--- src/rtl/code_queue_arbiter.sv ---
// code_queue_arbiter: round-robin drain of four lane FIFOs into code_queue, with end-of-stripe flush sequencing.
module code_queue_arbiter #(
  parameter int FIFO_DEPTH = 4,
  parameter int CNT_W = 16
) (
  input  logic             clk,
  input  logic             rst_n,
  input  logic [3:0]       req_valid,
  input  logic [3:0]       req_d,
  input  logic [15:0]      req_cx,
  output logic [3:0]       req_ready,
  input  logic             eof_req,
  output logic             wrreq,
  output logic             d_output,
  output logic [3:0]       cx_output,
  output logic             flush_out,
  output logic             eof_ack,
  output logic [CNT_W-1:0] sym_count
);
  localparam int PW = $clog2(FIFO_DEPTH);
  localparam int CW = PW + 1;
  typedef enum logic [1:0] {IDLE, DRAIN, FLUSH, ACK} state_t;
  state_t state, state_nx;
  logic [4:0]    mem [4][FIFO_DEPTH];
  logic [PW-1:0] wptr [4];
  logic [PW-1:0] rptr [4];
  logic [CW-1:0] cnt [4];
  logic [3:0]    push, pop, ne;
  logic [1:0]    last_grant, gnt;
  logic          gv;
  always_comb begin
    for (int i = 0; i < 4; i++) begin
      ne[i] = cnt[i] != '0;
      req_ready[i] = cnt[i] != CW'(FIFO_DEPTH) && state == IDLE;
      push[i] = req_valid[i] && req_ready[i];
    end
    // descending scan so the lane nearest last_grant+1 is assigned last and wins
    gnt = last_grant;
    for (int k = 4; k >= 1; k--)
      if (ne[last_grant + 2'(k)]) gnt = last_grant + 2'(k);
    gv = |ne;
    pop = gv ? 4'(4'b1 << gnt) : 4'b0;
  end
  always_comb begin
    state_nx = state;
    flush_out = state == FLUSH;
    eof_ack = state == ACK;
    case (state)
      IDLE:    state_nx = eof_req ? DRAIN : IDLE;
      DRAIN:   state_nx = gv ? DRAIN : FLUSH;
      FLUSH:   state_nx = ACK;
      default: state_nx = IDLE;
    endcase
  end
  always_ff @(posedge clk)
    for (int i = 0; i < 4; i++)
      if (push[i]) mem[i][wptr[i]] <= {req_d[i], req_cx[4*i +: 4]};
  always_ff @(posedge clk or negedge rst_n) begin
    if (!rst_n) begin
      state <= IDLE;
      last_grant <= 2'd3;
      wrreq <= 1'b0;
      d_output <= 1'b0;
      cx_output <= '0;
      sym_count <= '0;
      for (int i = 0; i < 4; i++) begin
        cnt[i] <= '0;
        wptr[i] <= '0;
        rptr[i] <= '0;
      end
    end else begin
      state <= state_nx;
      wrreq <= gv;
      sym_count <= sym_count + CNT_W'(gv);
      if (gv) begin
        last_grant <= gnt;
        {d_output, cx_output} <= mem[gnt][rptr[gnt]];
      end
      for (int i = 0; i < 4; i++) begin
        if (push[i]) wptr[i] <= wptr[i] + PW'(1);
        if (pop[i]) rptr[i] <= rptr[i] + PW'(1);
        cnt[i] <= cnt[i] + CW'(push[i]) - CW'(pop[i]);
      end
    end
  end
endmodule

--- config.mk ---
export PLATFORM = sky130hd
export DESIGN_NAME = code_queue_arbiter
export DESIGN_NICKNAME = d
export VERILOG_FILES = /design/src/rtl/code_queue_arbiter.sv
export SDC_FILE = /design/constraint.sdc
export NUM_CORES = 1
export LEC_CHECK = 0
export CELL_PAD_IN_SITES_DETAIL_PLACEMENT = 2
export CELL_PAD_IN_SITES_GLOBAL_PLACEMENT = 2
export CORE_UTILIZATION = 44
export CTS_CLUSTER_SIZE = 16
export DETAILED_ROUTE_END_ITERATION = 10
export DONT_BUFFER_PORTS = 1
export GPL_TIMING_DRIVEN = 0
export PLACE_DENSITY = 0.84
export SLEW_MARGIN = 20
export SYNTH_ARGS = -nofsm -noshare
export SYNTH_HDL_FRONTEND = slang
export SYNTH_SLANG_ARGS = --single-unit
--- constraint.sdc ---
create_clock -name clk -period 4.56 [get_ports clk]
set_input_delay 0.912 -clock clk [delete_from_list [all_inputs] [get_ports clk]]
set_output_delay 0.912 -clock clk [all_outputs]
set_load 0.005 [all_outputs]
==> impl_metrics.env, run 1 <==
export IMPL_outcome="finished, final reports clean"
export IMPL_synth_nets=504
export IMPL_dp_cells=623
export IMPL_fmax_mhz=239
export IMPL_power_frac_clock=0.232
export IMPL_synth_edf_count=80
export IMPL_clock_sinks=134
export IMPL_drive_above_1_share=0.129
export IMPL_period_share=0.918
export IMPL_ys_seq_area_frac=0.633
export IMPL_die_w_um=118
export IMPL_syn_inst=447
export IMPL_period_minus_slack_ps=4180
export IMPL_slowest_stage="clkbuf_1"
export IMPL_pwr_density_cell_nw_per_um2=905
export IMPL_ys_types=43
export IMPL_syn_area_per_cell_sq_um=13.3
export IMPL_synth_area_mux_share=0.0297
export IMPL_synth_common_cells="edfxtp_1, nand2_1, dfrtp_1"
export IMPL_swShare=0.437
export IMPL_combPwrFrac=0.470
export IMPL_async_reset_ff_frac=0.403
export IMPL_crit_chain="nor4b_1 > o21ai_0 > and3_1 > buf_2 > inv_2 > clkbuf_1 > and3_1 > ha_1 > inv_1 > ha_1 > inv_1 > fa_1 > xnor2_1 > xnor2_1"
export IMPL_p_seq_frac=0.299
export IMPL_tightest_slew_ps=842
export IMPL_yosys_area_top_type="edfxtp_1"
export IMPL_place_gp_congestion=0.825
export IMPL_yosysMostFrequentCell="edfxtp_1"
export IMPL_crit_required_ps=4930
export IMPL_crit_family="buffers and inverters"
export IMPL_synth_area_sq_um=5930
export IMPL_worst_slack_ps=376
export IMPL_crit_path_end_kind="flip-flop"
export IMPL_die_area_sq_um=14000
export IMPL_ant_nets=0
export IMPL_start_kind="flip-flop"
export IMPL_ir_worst_vdd_uv=359
export IMPL_p_sw_mw=2.68
export IMPL_grt_overflow=0
export IMPL_syn2layout_area_growth_pct=14.1
export IMPL_critPathArrivalTime_ps=4550
export IMPL_start_util=0.450
export IMPL_num_rows=42
export IMPL_cts_clk_slew_worst_paths_ps=60
export IMPL_synth_area_leaders="edfxtp_1, dfrtp_1, ha_1, xnor2_1, nand2_1"
export IMPL_firstDrtPassIters=5
export IMPL_crit_path_max_fanout=10
export IMPL_post_cts_buffers=0
export IMPL_final_core_util=0.513
export IMPL_cts_buffer_depth=2
export IMPL_drcViolationCount=0
export IMPL_synth_top_family_by_area="simple AND/OR/NAND/NOR gates"
export IMPL_ios=55
export IMPL_io_buffers=0
export IMPL_cts_tree="done"
export IMPL_fin_cells=655
export IMPL_clockRootBuffer="clkbuf_16"
export IMPL_path_class="flip-flop to flip-flop"
export IMPL_leakagePower_nw=2.69
export IMPL_grt_pass1_wl_mm=29.0
export IMPL_cp_num_buf_inv=5
export IMPL_rsz0062_at_grt="no"
export IMPL_clkLatencyLatePin_ps=450
export IMPL_synth_flop_cell="edfxtp_1"
export IMPL_slew_violations=0
export IMPL_coreArea_sq_um=13200
export IMPL_slew_headroom=0.437
export IMPL_hold_class="input pin to asynchronous set/reset pin"
export IMPL_hold_viol=0
export IMPL_tns_ps=0
export IMPL_synth_top_area_frac=0.405
export IMPL_critPathMaxStageDelay_ps=610
export IMPL_die_h_um=118
export IMPL_viasPerCell=5.96
export IMPL_wl_mm=19.1
export IMPL_synthXorXnorAreaFrac=0.0502
export IMPL_grt_start_max_net_pins=55
export IMPL_cts_resized=0
export IMPL_synth_fa_ha_area_frac=0.0683
export IMPL_antenna_cells=0
export IMPL_ys_ff_latch=134
export IMPL_dp_hpwl_mm=13.1
export IMPL_grt_pass1_vias=4457
export IMPL_synth_compound_gate_area_share=0.0936
export IMPL_htreeDepth=4
export IMPL_internal_power_mw=3.45
export IMPL_maxCapViolations=0
export IMPL_cts_buffers=17
export IMPL_routedWlPerCell_um=29.1
export IMPL_skew_ps=12.2
export IMPL_synthSimpleGateAreaFrac=0.0949
export IMPL_drtIter0Drc=246
export IMPL_antenna_found_initial=0
export IMPL_yosysWarnings=0
export IMPL_postCtsHoldBufs=0
export IMPL_setup_viol=0
export IMPL_dr_total_vias=3907
export IMPL_layout_nets=523
export IMPL_post_place_ws_ps=595
export IMPL_track_usage=0.298
export IMPL_power_mw=6.13
-- worst register-to-register path: cells and delay by family (launching register included) --
family	cells	cell delay, ps
adder cells (fa/ha/maj)	3	810
XOR/XNOR	2	350
AND/OR/NAND/NOR	3	970
AO/OA/AOI/OAI	1	210
buffers and inverters	5	1190
flip-flops	1	590
-- flip-flops by register name (all words and copies together), names as in the netlist --
register,flops
cnt,12
cx_output,4
d_output,1
last_grant,2
mem,80
rptr,8
state,2
sym_count,16
wptr,8
wrreq,1
-- per-stage QoR --
| stage | instance area, sq um | hold WS, ps |
|---|---|---|
| 3_5_place_dp | 6150 | 485 |
| 6_report | 6770 | 154 |
| 5_1_grt | 6770 | 142 |
| 2_1_floorplan | 5930 | 444 |
| 3_3_place_gp | 6150 | 462 |
| 4_1_cts | 6770 | 145 |
-- path summary, 6_finish.rpt --
path	slack (ps)	cells past startpoint	startpoint	to
max in group asynchronous	4210	0	rst_n	last_grant[0]
max reg2reg	380	14	last_grant[0]	cnt[2]
min reg2reg	500	1	rptr[5]	rptr[5]
min	150	0	rst_n	sym_count[10]
max	380	14	last_grant[0]	cnt[2]
min in group clk	500	1	rptr[5]	rptr[5]
-- power groups by stage --
stage / clock network [mW] / registers, mW / logic [mW]
4_1_cts: 1.43 / 1.83 / 2.87
6_report: 1.42 / 1.83 / 2.88
3_5_place_dp: 0 / 1.83 / 2.72
5_1_grt: 1.48 / 1.86 / 3.07
3_3_place_gp: 0 / 1.79 / 2.46
2_1_floorplan: 0 / 1.75 / 1.88
-- layout make-up --
type	count	area, sq um
Buffer	16	78.8
Sequential cell	134	3760
Inverter	27	101
Fill cell	1245	6420
Tap cell	176	220
Clock buffer	23	564
Clock inverter	9	52.6
Multi-Input combinational cell	270	2000
-- cell usage in the layout (no fill, tap or decap), types with 6 or more instances in the layout --
cell	n
a221oi_2	10
nand3_1	8
and3_1	22
dfrtp_1	52
clkbuf_1	6
buf_2	9
a32oi_1	10
nand2_1	54
ha_1	26
clkbuf_16	22
xnor2_1	26
inv_1	26
a21oi_1	29
edfxtp_1	80
nor2_1	15
xor2_1	8
mux2i_1	15
-- logic make-up after synthesis --
logic type / after synthesis
XOR/XNOR: 34
adder cells (fa/ha/maj): 30
flip-flops: 134
AO/OA/AOI/OAI: 71
buffers and inverters: 43
AND/OR/NAND/NOR: 118
multiplexers: 17
-- routing by layer --
layer,part of all wire,up-vias,GRT usage
li1,-,1651,-
met1,0.37,2046,0.328
met2,0.52,151,0.516
met3,0.064,59,0.0845
met4,0.048,0,0.171
met5,0,-,0
No activity file was read; power rests on OpenSTA's default activity.
==> run 2, diff against run 1 <==
- CTS_CLUSTER_SIZE: 16 -> 14
==> results of run 2 <==
Same layout as run 1: the final DEF is identical, and so are final timing and power.
